[src/rtl/fir_seq.sv]
// Sequencer for a symmetric FIR: sample intake, delay-line/ROM addressing, MAC strobes, result handshake.
// Define FIR_SEQ_PREADD_EN for symmetric pair mode; the default build runs single-sample over all taps.
module fir_seq #(
   parameter int unsigned WIDTH_DATA = 8,
   parameter int unsigned N_TAPS     = 16,
   localparam int unsigned A         = $clog2(N_TAPS),
   localparam int unsigned C         = $clog2(N_TAPS / 2)
) (
   input  logic                  clk,
   input  logic                  clr,
   input  logic                  in_valid,
   input  logic [WIDTH_DATA-1:0] sample_in,
   output logic                  in_ready,
   output logic                  we,
   output logic [A-1:0]          wr_ptr,
   output logic [WIDTH_DATA-1:0] sample_out,
   output logic [C-1:0]          coef_add,
   output logic [A-1:0]          rd_add_a,
   output logic [A-1:0]          rd_add_b,
   output logic                  mac_clr,
   output logic                  mac_en,
   output logic                  out_valid,
   input  logic                  out_ready,
   output logic                  busy
);

`ifdef FIR_SEQ_PREADD_EN
   localparam int unsigned KW      = C;
   localparam int unsigned RUN_LEN = N_TAPS / 2;
`else
   localparam int unsigned KW      = A;
   localparam int unsigned RUN_LEN = N_TAPS;
`endif

   typedef enum logic [1:0] {IDLE, RUN, DRAIN, DONE} state_t;

   state_t          state_q, state_d;
   logic [KW-1:0]   k_q, k_d;
   logic [A-1:0]    base_q, base_d;
   logic [C-1:0]    coef_d;
   logic [A-1:0]    ra_d, rb_d;
   logic            accept;

   assign in_ready = (state_q == IDLE) || ((state_q == DONE) && out_ready);
   assign accept   = in_valid && in_ready;

   // Next state, counter and the read addresses presented during the next RUN cycle
   always_comb begin
      state_d = state_q;
      k_d     = k_q;
      base_d  = base_q;
      coef_d  = coef_add;
      ra_d    = rd_add_a;
      rb_d    = rd_add_b;
      case (state_q)
         IDLE: begin
            if (accept) begin
               state_d = RUN;
               k_d     = '0;
               base_d  = wr_ptr;
            end
         end
         RUN: begin
            k_d = k_q + KW'(1);
            if (k_q == KW'(RUN_LEN - 1)) state_d = DRAIN;
         end
         DRAIN: state_d = DONE;
         DONE: begin
            if (out_ready) begin
               if (accept) begin
                  state_d = RUN;
                  k_d     = '0;
                  base_d  = wr_ptr;
               end else begin
                  state_d = IDLE;
               end
            end
         end
         default: state_d = IDLE;
      endcase
      if (state_d == RUN) begin
         ra_d = base_d - A'(k_d);
`ifdef FIR_SEQ_PREADD_EN
         coef_d = k_d;
         rb_d   = base_d + A'(1) + A'(k_d);
`else
         // Coefficients are symmetric, so the second half walks the ROM backwards
         if (k_d < KW'(N_TAPS / 2)) coef_d = C'(k_d);
         else                       coef_d = C'(KW'(N_TAPS - 1) - k_d);
         rb_d = '0;
`endif
      end
   end

   // State and registered outputs; wr_ptr advances while we is high so it shows the write address
   always_ff @(posedge clk or negedge clr) begin
      if (!clr) begin
         state_q    <= IDLE;
         k_q        <= '0;
         base_q     <= '0;
         wr_ptr     <= '0;
         we         <= 1'b0;
         sample_out <= '0;
         coef_add   <= '0;
         rd_add_a   <= '0;
         rd_add_b   <= '0;
         mac_clr    <= 1'b0;
         mac_en     <= 1'b0;
         out_valid  <= 1'b0;
         busy       <= 1'b0;
      end else begin
         state_q   <= state_d;
         k_q       <= k_d;
         base_q    <= base_d;
         we        <= accept;
         if (accept) sample_out <= sample_in;
         if (we)     wr_ptr     <= wr_ptr + A'(1);
         coef_add  <= coef_d;
         rd_add_a  <= ra_d;
         rd_add_b  <= rb_d;
         mac_en    <= (state_q == RUN);
         mac_clr   <= (state_q == RUN) && (k_q == '0);
         out_valid <= (state_d == DONE);
         busy      <= (state_d != IDLE);
      end
   end

endmodule

[config.mk]
export PLATFORM = sky130hd
export DESIGN_NAME = fir_seq
export DESIGN_NICKNAME = d
export VERILOG_FILES = /design/src/rtl/fir_seq.sv
export SDC_FILE = /design/constraint.sdc
export NUM_CORES = 1
export LEC_CHECK = 0
export BUFFER_PORTS_ARGS = -buffer_cell sky130_fd_sc_hd__buf_2
export CAP_MARGIN = 10
export CORE_AREA = 2 2 77 50
export CTS_CLUSTER_SIZE = 10
export DETAILED_ROUTE_END_ITERATION = 8
export DIE_AREA = 0 0 79 52
export GPL_TIMING_DRIVEN = 0
export HOLD_SLACK_MARGIN = 0.08
export PLACE_DENSITY_LB_ADDON = 0.2
export SLEW_MARGIN = 30
export SYNTH_ARGS = -nofsm -noshare
export SYNTH_HDL_FRONTEND = slang
export SYNTH_SLANG_ARGS = --single-unit
[constraint.sdc]
create_clock -name clk -period 3.9 [get_ports clk]
set_input_delay 0.39 -clock clk [delete_from_list [all_inputs] [get_ports clk]]
set_output_delay 0.39 -clock clk [all_outputs]
set_load 0.02 [all_outputs]
======== Yosys cells after proc, flatten, opt, wreduce, memory -nomap -nowiden ========
Cells that the tools add are included.
storage, ports and cells
  output and inout bits ................... 29
  register bits after elaboration ......... 34
  word-level logic and storage cells ...... 42
  input bits .............................. 12
cells by class
  magnitude comparators ................... 1
  equal/unequal tests ..................... 6
  multiplexer cells ....................... 12
  add/sub/neg operators ................... 4
  reduce and logical (&&, ||, !) cells .... 7
operators by type and width
  kind                 number
  $mux 4               4
  $pmux 4 s3           1
  $add 4x1->4 const B  2
  $pmux 2 s4           1
  $pmux 4 s2           1
  $eq 2x2->1 const B   3
  $mux 2               3
  $eq 2x1->1 const B   2
  $eq 4x4->1 const B   1
  $logic_not 4->1      1
  $lt 4x4->1 const B   1
  $sub 4x4->4          1
  $logic_and 1x1->1    3
  $mux 3               1
  $sub 3x3->3 const A  1
  $logic_not 2->1      1
  $reduce_bool 2->1    1
  $logic_or 1x1->1     1
  $mux 1               1

======== Logic depth before layout (Yosys ltp) ========
Gate-level depths: netlist of the first run.
  depth in word-level cells ............... 9
  depth in mapped cells ................... 13
  mapped depth without buffers ............ 13

======== Worst setup path after synthesis of the first run ========
OpenSTA, ideal clock, no wires.
  path type ............................... register to register
  start point ............................. reg state_q[0]
  end point ............................... reg rd_add_a[3]
  stages on the path, launching flop included .. 13
  library setup time ...................... 0.125 ns
  period minus slack after synthesis ...... 2.775 ns
  buffers on the path ..................... 0
  path slack .............................. 1.125 ns
  data required time ...................... 3.775 ns
  arrival time ............................ 2.650 ns
  cell sequence ........................... dfrtp_1 > inv_1 > ha_1 > a21o_1 > nand2_1 > nor2_1 > a22oi_1 > inv_1 > ha_1 > a21o_1 > a21oi_1 > xor3_1 > mux2_2
on the way
  longest elaborated chain between the ends .. 8
  elaborated cells on any way between the ends .. 20
  classes of those cells .................. add/sub (1); eq/ne (4); mux (11); reduce/logical (4)
ends and longest elaborated chain
  element                 RTL line  source
  start, declared         37        state_t state_q, state_d;
  start signal, assigned  112       state_q <= state_d;
  $eq 2x2->1              44        assign in_ready = (state_q == IDLE) || ((state_q == DONE) && out_ready);
  $logic_and 1x1->1       44
  $logic_or 1x1->1 (*)    44
  net in_ready            13        output logic in_ready,
  $logic_and 1x1->1 (*)   45        assign accept = in_valid && in_ready;
  $mux 4 (*)              57, 70
  $mux 4                  69        if (out_ready) begin
  $pmux 4 s2 (*)          55        case (state_q)
  net base_d[1]           39        logic [A-1:0] base_q, base_d;
  $sub 4x4->4 (*)         82        ra_d = base_d - A'(k_d);
  end signal, assigned    119       rd_add_a <= ra_d;
  end, declared           18        output logic [A-1:0] rd_add_a,
The timed path passes the listed nets; every way through them passes the cells marked *.
A chain may end at the register's enable or synchronous reset.

======== Worst setup path after layout of the first run ========
  start point ............................. reg state_q[0]
  end point ............................... reg rd_add_a[3]
on the way
  longest elaborated chain between the ends .. 8
  elaborated cells on any way between the ends .. 20
  classes of those cells .................. add/sub (1); eq/ne (4); mux (11); reduce/logical (4)
ends and longest elaborated chain
  element            RTL line
  $eq 2x2->1         44, 55
  $logic_and 1x1->1  44
  $logic_or 1x1->1   44
  $logic_and 1x1->1  45
  $mux 4             57, 70
  $mux 4             69
  $pmux 4 s2 (*)     55
  net base_d[1]      39
  $sub 4x4->4 (*)    82
Marks and branches as above.

==> results of run 1 <==
[path summary, 6_finish.rpt]
check	to	slack, ns	depth (start not counted)
min	wr_ptr[1]	0.16	1
max reg2reg	rd_add_a[3]	0.84	12
max in group asynchronous	busy	3.26	1
max	rd_add_a[3]	0.84	12
min in group clk	sample_out[1]	0.30	3
min reg2reg	sample_out[3]	0.47	2
[area by class of cell]
type                       instances  area, µm²
fill                             308       1410
sequential                        34        851
multi-input combinational        115        772
timing repair buffer              36        180
clock buffer                       7       76.3
tap                               47       58.8
inverter                          15       56.3
buffer                             7       42.5
[metal layers]
layer	track usage, %	vias to the layer above	part of all wire [%]
met5	0	-	0
met2	29.5	32	45
met3	6.25	11	4.8
li1	-	653	-
met4	9.77	0	1.8
met1	25.0	657	48
[cells in the mapped netlist, types with 2 or more instances]
| cell type | instances | share of area [%] |
|---|---|---|
| sky130_fd_sc_hd__buf_4 | 4 | 1.8 |
| sky130_fd_sc_hd__o21ai_1 | 2 | 0.59 |
| sky130_fd_sc_hd__dfrtp_1 | 34 | 50 |
| sky130_fd_sc_hd__ha_1 | 10 | 7.3 |
| sky130_fd_sc_hd__inv_1 | 13 | 2.9 |
| sky130_fd_sc_hd__a21o_1 | 2 | 0.88 |
| sky130_fd_sc_hd__nor2b_1 | 3 | 1.1 |
| sky130_fd_sc_hd__a22o_1 | 4 | 2.0 |
| sky130_fd_sc_hd__nor2_1 | 8 | 1.8 |
| sky130_fd_sc_hd__xor2_1 | 2 | 1.0 |
| sky130_fd_sc_hd__xnor2_1 | 4 | 2.0 |
| sky130_fd_sc_hd__clkbuf_1 | 2 | 0.44 |
| sky130_fd_sc_hd__mux2_2 | 4 | 2.6 |
| sky130_fd_sc_hd__a21oi_1 | 3 | 0.88 |
| sky130_fd_sc_hd__nand3_1 | 3 | 0.88 |
| sky130_fd_sc_hd__nand4_1 | 3 | 1.1 |
| sky130_fd_sc_hd__o21ai_0 | 12 | 3.5 |
| sky130_fd_sc_hd__nand2_1 | 31 | 6.8 |
[power groups by stage]
stage	clock network, W	logic, W	registers (W)
CTS	0.000245	0.00111	0.000613
global placement	0	0.00108	0.000610
detailed placement	0	0.00110	0.000618
global route	0.000264	0.00125	0.000632
floorplan	0	0.000657	0.000747
finish	0.000238	0.00110	0.000612
[metrics by stage]
step / utilization, % / hold WS, ns / setup WS [ns] / total power (W) / area (µm²)
floorplan: - / 0.0944 / 1.13 / 0.00140 / 1720
global placement: 56.9 / 0.455 / 0.933 / 0.00169 / 1960
detailed placement: 56.9 / 0.458 / 0.829 / 0.00172 / 1960
CTS: 59.1 / 0.190 / 0.810 / 0.00197 / 2040
global route: 59.1 / 0.224 / 0.554 / 0.00214 / 2040
finish: 59.1 / 0.157 / 0.843 / 0.00195 / 2040
[sequential cells by signal, summed over array words and instances (netlist names)]
register    count
busy            1
base_q          4
mac_clr         1
out_valid       1
rd_add_a        4
wr_ptr          4
coef_add        3
sample_out      8
we              1
mac_en          1
state_q         2
k_q             4
[cells by family after synthesis]
family,synth area share [%]
flip-flops,49.7
adder cells (fa/ha/maj),8.49
AO/OA/AOI/OAI,14.7
multiplexers,2.63
other,0.219
XOR/XNOR,4.46
AND/OR/NAND/NOR,14.0
buffers and inverters,5.78
==> impl_metrics.prom, run 1 <==
# TYPE chip_impl_metric gauge
chip_impl_info{name="run_status",value="finished clean"} 1
chip_impl_info{name="crit_type",value="register to register"} 1
chip_impl_metric{name="critPathMaxStageDelay",unit="ns"} 0.40
chip_impl_metric{name="wl_per_cell",unit="µm"} 13.0
chip_impl_metric{name="post-route-period-util",unit="%"} 78.4
chip_impl_metric{name="die_width",unit="µm"} 79
chip_impl_metric{name="post_layout_nonfiller_instances",unit=""} 261
chip_impl_info{name="tritoncts",value="built"} 1
chip_impl_metric{name="fmaxAchievable",unit="GHz"} 0.327
chip_impl_metric{name="ctsHtreeMaxLevel",unit=""} 2
chip_impl_metric{name="drc",unit=""} 0
chip_impl_metric{name="numClockSinks",unit=""} 34
chip_impl_info{name="layout_common_cells",value="sky130_fd_sc_hd__buf_2, sky130_fd_sc_hd__dfrtp_1, sky130_fd_sc_hd__nand2_1, sky130_fd_sc_hd__inv_1, sky130_fd_sc_hd__o21ai_0"} 1
chip_impl_metric{name="cts.reportedPaths.clkPinSlew",unit="ns"} 0.06
chip_impl_metric{name="fraction_of_final_layout_cells_sized_beyond_drive_strength_1",unit="%"} 24.8
chip_impl_info{name="synth_ff_type",value="sky130_fd_sc_hd__dfrtp_1"} 1
chip_impl_metric{name="p_comb_share",unit="%"} 56.5
chip_impl_metric{name="numCtsBuffers",unit=""} 5
chip_impl_info{name="rsz0062_at_grt",value="false"} 1
chip_impl_metric{name="p_int",unit="W"} 0.00107
chip_impl_metric{name="total_instance_count_after_detailed_placement",unit=""} 254
chip_impl_info{name="worst_setup_path_start_kind",value="register"} 1
chip_impl_metric{name="syn-instance-count",unit=""} 168
chip_impl_metric{name="min_period",unit="ns"} 3.06
chip_impl_info{name="timing.critical_path.max_delay_family",value="compound AO/OA/AOI/OAI gates"} 1
chip_impl_metric{name="power.density",unit="mW/mm²"} 959
chip_impl_metric{name="synthDistinctLibCells",unit=""} 42
chip_impl_metric{name="fp.dieH",unit="µm"} 52
chip_impl_metric{name="gp_congestion",unit=""} 0.868
chip_impl_metric{name="postSynth.asyncResetShare",unit="%"} 100
chip_impl_metric{name="synth_seq_cells",unit=""} 34
chip_impl_metric{name="timing_max_transition_violations_final",unit=""} 0
chip_impl_metric{name="synth.yosys.seq_area_share",unit="%"} 49.7
chip_impl_metric{name="initial_utilization",unit="%"} 49.6
chip_impl_metric{name="totalWireLength",unit="µm"} 3400
chip_impl_info{name="critical_path.slowest_cell",value="sky130_fd_sc_hd__dfrtp_1"} 1
chip_impl_metric{name="irDropWorstVdd",unit="mV"} 0.535
chip_impl_metric{name="synthesis.area_per_instance",unit="µm²"} 10.2
chip_impl_info{name="worstSetupEndpointType",value="register"} 1
chip_impl_metric{name="timing.final.setup_violations",unit=""} 0
chip_impl_metric{name="layout.nets",unit=""} 237
chip_impl_info{name="worstHoldPathType",value="input pin to asynchronous set/reset pin"} 1
chip_impl_metric{name="global_route_wire_length_before_repair",unit="µm"} 5880
chip_impl_metric{name="power.net_switching",unit="W"} 0.000885
chip_impl_metric{name="final_antenna_net_count",unit=""} 0
chip_impl_metric{name="post-cts-setup-buffers",unit=""} 0
chip_impl_info{name="root_buffer_selected_by_cts",value="sky130_fd_sc_hd__clkbuf_8"} 1
chip_impl_metric{name="path_buf_inv",unit=""} 2
chip_impl_info{name="startpoint",value="state_q[0]"} 1
chip_impl_metric{name="critPathArrivalTime",unit="ns"} 3.23
chip_impl_metric{name="grt_start_max_net_pins",unit=""} 35
chip_impl_metric{name="floorplan_die_area",unit="mm²"} 0.00411
chip_impl_info{name="timing.critical_path.cells",value="inv_1 -> ha_1 -> a21o_1 -> nand2_1 -> nor2_1 -> a22oi_1 -> inv_1 -> ha_1 -> a21o_1 -> a21oi_1 -> xor3_1 -> mux2_2"} 1
chip_impl_metric{name="floorplan.io_pins",unit=""} 41
chip_impl_info{name="r2r_start",value="state_q[0]"} 1
chip_impl_metric{name="cts.repair.resized",unit=""} 0
chip_impl_metric{name="clock_skew",unit="ns"} 0.00481
chip_impl_metric{name="final_hold_violation_count",unit=""} 0
chip_impl_metric{name="clk_latency",unit="ns"} 0.28
chip_impl_info{name="mostFrequentLayoutCell",value="sky130_fd_sc_hd__buf_2"} 1
chip_impl_metric{name="antenna-diode-count",unit=""} 0
chip_impl_metric{name="yosys_warnings",unit=""} 0
chip_impl_metric{name="route.detailed.vias_per_inst",unit=""} 5.18
chip_impl_metric{name="grt_pass1_vias",unit=""} 1291
chip_impl_metric{name="power_frac_seq",unit="%"} 31.3
chip_impl_metric{name="final_global_route_overflow_total",unit=""} 0
chip_impl_metric{name="core-area",unit="mm²"} 0.00345
chip_impl_metric{name="synth-edff-count",unit=""} 0
chip_impl_metric{name="fin_setup_tns",unit="ns"} 0
chip_impl_metric{name="cts-hold-fix-buffers",unit=""} 0
chip_impl_metric{name="drt_first_iter_violations",unit=""} 93
chip_impl_metric{name="worst_pin_slew",unit="ns"} 0.731
chip_impl_metric{name="synth.cell_area",unit="mm²"} 0.00171
chip_impl_metric{name="worst_path_max_fanout",unit=""} 10
chip_impl_metric{name="crit_required",unit="ns"} 4.07
chip_impl_metric{name="routed-via-count",unit=""} 1353
chip_impl_metric{name="placement.io_buffers",unit=""} 36
chip_impl_metric{name="clock_path_buffers",unit=""} 2
chip_impl_metric{name="slew_headroom",unit="%"} 51.3
chip_impl_metric{name="dpl_hpwl",unit="µm"} 2550
chip_impl_metric{name="area_growth_syn_to_layout",unit="%"} 19.1
chip_impl_metric{name="power.share.switching",unit="%"} 45.3
chip_impl_metric{name="drt_pass1_iterations",unit=""} 4
chip_impl_metric{name="grt_antenna_before_repair",unit=""} 0
chip_impl_metric{name="total_leakage_power",unit="nW"} 1.05
chip_impl_metric{name="grt_util_all_layers",unit="%"} 19.4
chip_impl_metric{name="power.share.clock",unit="%"} 12.2
chip_impl_metric{name="drv.max_cap_violation_count",unit=""} 0
chip_impl_metric{name="rows",unit=""} 17
Note: power is estimated with default switching activity, not from simulation.
==> run 2, diff against run 1 <==
ABC_AREA = 1   (was default)
CORE_AREA = 2 2 82 53   (was 2 2 77 50)
DIE_AREA = 0 0 84 55   (was 0 0 79 52)
clock period = 2.5 ns   (was 3.9 ns; I/O delays follow)
==> run 2 against run 1 <==
Register-to-register slack got worse by 0.61 ns. Cell count rose by 17%. Critical path depth is 7 higher. Global-route usage shrank 2.9 points. Worst setup slack got worse by 0.61 ns. Cell area up 9.3%. Total power rose by 83%. First-iteration DRC count down 52%. Via count up 3.3%. Sequential share of layout area decreased by 3.5 points. Synthesized cell count rose by 23%. Largest cell class is now multi-input gates.
==> impl_metrics.prom, run 2 <==
# TYPE chip_impl_metric gauge
chip_impl_metric{name="synth-edff-count",unit=""} 0
chip_impl_info{name="yosysMostFrequentCell",value="sky130_fd_sc_hd__nand2_1"} 1
chip_impl_metric{name="synth.yosys.seq_area_share",unit="%"} 48.0
chip_impl_metric{name="crit_required",unit="ns"} 2.68
chip_impl_info{name="top_register",value="sample_out"} 1
chip_impl_metric{name="p_int",unit="W"} 0.00184
chip_impl_metric{name="final_antenna_net_count",unit=""} 0
chip_impl_metric{name="fp.dieH",unit="µm"} 55
chip_impl_metric{name="drv.max_cap_violation_count",unit=""} 0
chip_impl_info{name="tritoncts",value="built"} 1
chip_impl_metric{name="post-route-period-util",unit="%"} 90.7
chip_impl_info{name="rsz0062_at_grt",value="false"} 1
chip_impl_metric{name="totalWireLength",unit="µm"} 3440
chip_impl_metric{name="clock_path_buffers",unit=""} 2
chip_impl_metric{name="slew_headroom",unit="%"} 51.8
chip_impl_metric{name="p_comb_share",unit="%"} 60.1
chip_impl_info{name="synth_commonest_cells",value="sky130_fd_sc_hd__nand2_1, sky130_fd_sc_hd__dfrtp_1, sky130_fd_sc_hd__inv_1"} 1
chip_impl_metric{name="grt_pass1_vias",unit=""} 1148
chip_impl_info{name="worstHoldPathType",value="input pin to register"} 1
chip_impl_metric{name="synth_seq_cells",unit=""} 34
chip_impl_info{name="crit_type",value="register to register"} 1
chip_impl_metric{name="critPathArrivalTime",unit="ns"} 2.45
chip_impl_metric{name="power.share.switching",unit="%"} 48.4
chip_impl_metric{name="routed-via-count",unit=""} 1397
chip_impl_metric{name="power.density",unit="mW/mm²"} 1600
chip_impl_metric{name="placement.io_buffers",unit=""} 36
chip_impl_metric{name="largest_register_ffs",unit=""} 8
chip_impl_info{name="critPathCapture",value="rd_add_a[3]"} 1
chip_impl_metric{name="power.net_switching",unit="W"} 0.00173
chip_impl_metric{name="irDropWorstVdd",unit="mV"} 0.697
chip_impl_metric{name="rows",unit=""} 18
chip_impl_metric{name="clock_skew",unit="ns"} 0.00545
chip_impl_metric{name="layout.nets",unit=""} 278
chip_impl_metric{name="timing.final.setup_violations",unit=""} 0
chip_impl_info{name="startpoint",value="state_q[0]"} 1
chip_impl_metric{name="synthesis.area_per_instance",unit="µm²"} 8.61
chip_impl_metric{name="fmaxAchievable",unit="GHz"} 0.441
chip_impl_metric{name="drc",unit=""} 0
chip_impl_metric{name="total_instance_count_after_detailed_placement",unit=""} 295
chip_impl_metric{name="area_growth_syn_to_layout",unit="%"} 25.5
chip_impl_metric{name="total_leakage_power",unit="nW"} 1.19
chip_impl_metric{name="grt_antenna_before_repair",unit=""} 0
chip_impl_metric{name="global_route_wire_length_before_repair",unit="µm"} 5580
chip_impl_metric{name="antenna-diode-count",unit=""} 0
chip_impl_info{name="cell_accounting_for_the_most_synthesized_area",value="sky130_fd_sc_hd__dfrtp_1"} 1
chip_impl_metric{name="grt_util_all_layers",unit="%"} 16.4
chip_impl_metric{name="dpl_hpwl",unit="µm"} 2570
chip_impl_info{name="worst_setup_path_start_kind",value="register"} 1
chip_impl_metric{name="worst_pin_slew",unit="ns"} 0.723
chip_impl_metric{name="drt_first_iter_violations",unit=""} 45
chip_impl_metric{name="die_width",unit="µm"} 84
chip_impl_metric{name="synthDistinctLibCells",unit=""} 27
chip_impl_info{name="layout_common_cells",value="sky130_fd_sc_hd__nand2_1, sky130_fd_sc_hd__buf_2, sky130_fd_sc_hd__dfrtp_1, sky130_fd_sc_hd__inv_1, sky130_fd_sc_hd__nand3_1"} 1
chip_impl_metric{name="slack_of_the_worst_reg_to_reg_path",unit="ns"} 0.23
chip_impl_info{name="synth.area.top_cells",value="sky130_fd_sc_hd__dfrtp_1, sky130_fd_sc_hd__nand2_1, sky130_fd_sc_hd__ha_1, sky130_fd_sc_hd__inv_1, sky130_fd_sc_hd__nand3_1"} 1
chip_impl_metric{name="fraction_of_final_layout_cells_sized_beyond_drive_strength_1",unit="%"} 34.0
chip_impl_info{name="synth_ff_type",value="sky130_fd_sc_hd__dfrtp_1"} 1
chip_impl_metric{name="final_hold_violation_count",unit=""} 0
chip_impl_metric{name="route.detailed.vias_per_inst",unit=""} 4.57
chip_impl_metric{name="multiInputGateArea",unit="µm²"} 862
chip_impl_metric{name="post-synth-top-area-fraction",unit="%"} 48.0
chip_impl_metric{name="grt_start_max_net_pins",unit=""} 35
chip_impl_metric{name="numCtsBuffers",unit=""} 5
chip_impl_metric{name="fin_setup_tns",unit="ns"} 0
chip_impl_metric{name="syn-instance-count",unit=""} 206
chip_impl_metric{name="initial_utilization",unit="%"} 45.5
chip_impl_metric{name="hold-worst-slack",unit="ns"} 0.158
chip_impl_metric{name="register_area",unit="µm²"} 853
chip_impl_metric{name="core-area",unit="mm²"} 0.00390
chip_impl_metric{name="yosys_warnings",unit=""} 0
chip_impl_metric{name="power.share.clock",unit="%"} 11.9
chip_impl_info{name="root_buffer_selected_by_cts",value="sky130_fd_sc_hd__clkbuf_8"} 1
chip_impl_metric{name="min_period",unit="ns"} 2.27
chip_impl_metric{name="layout_setup_ws",unit="ns"} 0.232
chip_impl_metric{name="wl_per_cell",unit="µm"} 11.3
chip_impl_metric{name="rr_worst_depth",unit=""} 19
chip_impl_metric{name="timing_max_transition_violations_final",unit=""} 0
chip_impl_metric{name="numClockSinks",unit=""} 34
chip_impl_info{name="r2r_start",value="state_q[0]"} 1
chip_impl_info{name="mostFrequentLayoutCell",value="sky130_fd_sc_hd__nand2_1"} 1
chip_impl_metric{name="post_layout_nonfiller_instances",unit=""} 306
chip_impl_metric{name="synth.cell_area",unit="mm²"} 0.00177
chip_impl_metric{name="gp_congestion",unit=""} 0.836
chip_impl_metric{name="pre_cts_slack",unit="ns"} 0.0410
chip_impl_metric{name="floorplan.io_pins",unit=""} 41
chip_impl_metric{name="fillerInstances",unit=""} 352
chip_impl_metric{name="clk_latency",unit="ns"} 0.29
chip_impl_metric{name="ctsHtreeMaxLevel",unit=""} 2
chip_impl_info{name="worstSetupEndpointType",value="register"} 1
chip_impl_info{name="reg2reg_to",value="rd_add_a[3]"} 1
chip_impl_metric{name="power_frac_seq",unit="%"} 28.0
chip_impl_info{name="run_status",value="finished clean"} 1
chip_impl_metric{name="postSynth.asyncResetShare",unit="%"} 100
chip_impl_metric{name="floorplan_die_area",unit="mm²"} 0.00462
chip_impl_metric{name="drt_pass1_iterations",unit=""} 4
chip_impl_metric{name="final_global_route_overflow_total",unit=""} 0
chip_impl_metric{name="cts.reportedPaths.clkPinSlew",unit="ns"} 0.07
chip_impl_metric{name="worst_path_max_fanout",unit=""} 5
run 2: cell count changes after synthesis, moves of 4 or more:
cell                      previous run  this run
sky130_fd_sc_hd__o21ai_2             0         5
sky130_fd_sc_hd__nand3_1             3        10
sky130_fd_sc_hd__nand2_1            31        71
sky130_fd_sc_hd__nand2_2             0         4
sky130_fd_sc_hd__a22o_1              4         0
sky130_fd_sc_hd__inv_1              13        20
sky130_fd_sc_hd__o21ai_0            12         4
sky130_fd_sc_hd__mux2_2              4         0
sky130_fd_sc_hd__inv_2               1         7
run 2: worst min-delay path by stage:
stage                      start       endpoint  slack [ns]  depth (start not counted)
floorplan                    clr      base_q[0]       -0.05                          0
global placement             clr         mac_en        0.36                          1
detailed placement           clr         mac_en        0.36                          1
CTS                 sample_in[4]  sample_out[4]        0.15                          3
global route        sample_in[5]  sample_out[5]        0.16                          3
finish              sample_in[6]  sample_out[6]        0.16                          3
run 2: area by class of cell:
type | count | share of cell area (%)
inverter | 29 | 5.00
buffer | 5 | 1.69
clock buffer | 6 | 3.71
clock inverter | 2 | 0.562
tap | 50 | 2.81
sequential | 34 | 38.3
multi-input combinational | 141 | 38.7
timing repair buffer | 39 | 9.21
run 2: metal layers:
metal  routed length (µm)  vias up  GRT usage (%)
li1                     -      730              -
met1                 1840      624           24.0
met2                 1350       37           21.6
met3                  196        6           4.90
met4                   55        0           8.87
met5                    0        -              0
run 2: cells by family (layout without fill, tap and decap cells):
logic type / Yosys count / after routing / synth area share [%]
adder cells (fa/ha/maj): 11 / 11 / 8.18
XOR/XNOR: 5 / 5 / 2.47
AO/OA/AOI/OAI: 18 / 18 / 6.84
buffers and inverters: 34 / 81 / 8.39
flip-flops: 34 / 34 / 48.0
other: 1 / 4 / 0.211
AND/OR/NAND/NOR: 103 / 103 / 26.0
run 2: metrics by stage:
| step | cell area (µm²) | total power, W | util (%) |
|---|---|---|---|
| 6_report | 2230 | 0.00357 | 57.2 |
| 5_1_grt | 2230 | 0.00395 | 57.2 |
| 4_1_cts | 2130 | 0.00342 | 54.8 |
| 3_5_place_dp | 2030 | 0.00299 | 52.1 |
| 3_3_place_gp | 2030 | 0.00296 | 52.1 |
| 2_1_floorplan | 1790 | 0.00249 | - |
run 2: power groups by stage:
stage / clock network (W) / registers (W) / logic (W)
6_report: 0.000425 / 0.000999 / 0.00215
5_1_grt: 0.000466 / 0.00103 / 0.00245
4_1_cts: 0.000435 / 0.000989 / 0.00200
3_5_place_dp: 0 / 0.000993 / 0.00200
3_3_place_gp: 0 / 0.000995 / 0.00197
2_1_floorplan: 0 / 0.00120 / 0.00129
run 2: timing repair:
item,in CTS,in global routing
gates resized for setup,0,18
hold buffers,1,0
setup buffers,0,2
setup endpoints to repair,0,3
endpoints found under the hold margin,34,0
run 2: worst max-delay path, cell delays in order (launching register included):
cell                       delay (ns)
sky130_fd_sc_hd__dfrtp_2         0.46
sky130_fd_sc_hd__inv_2           0.10
sky130_fd_sc_hd__ha_4            0.16
sky130_fd_sc_hd__inv_1           0.07
sky130_fd_sc_hd__nand2_2         0.11
sky130_fd_sc_hd__inv_2           0.05
sky130_fd_sc_hd__nor2_4          0.10
sky130_fd_sc_hd__nand2_2         0.07
sky130_fd_sc_hd__o22ai_2         0.09
sky130_fd_sc_hd__nand2_1         0.11
sky130_fd_sc_hd__o21ai_4         0.09
sky130_fd_sc_hd__ha_1            0.25
sky130_fd_sc_hd__nand3b_1        0.08
sky130_fd_sc_hd__nand2_1         0.08
sky130_fd_sc_hd__inv_1           0.06
sky130_fd_sc_hd__nand2_1         0.06
sky130_fd_sc_hd__nand2_1         0.06
sky130_fd_sc_hd__nand2_1         0.05
sky130_fd_sc_hd__nand3_1         0.07
sky130_fd_sc_hd__nand2_1         0.05
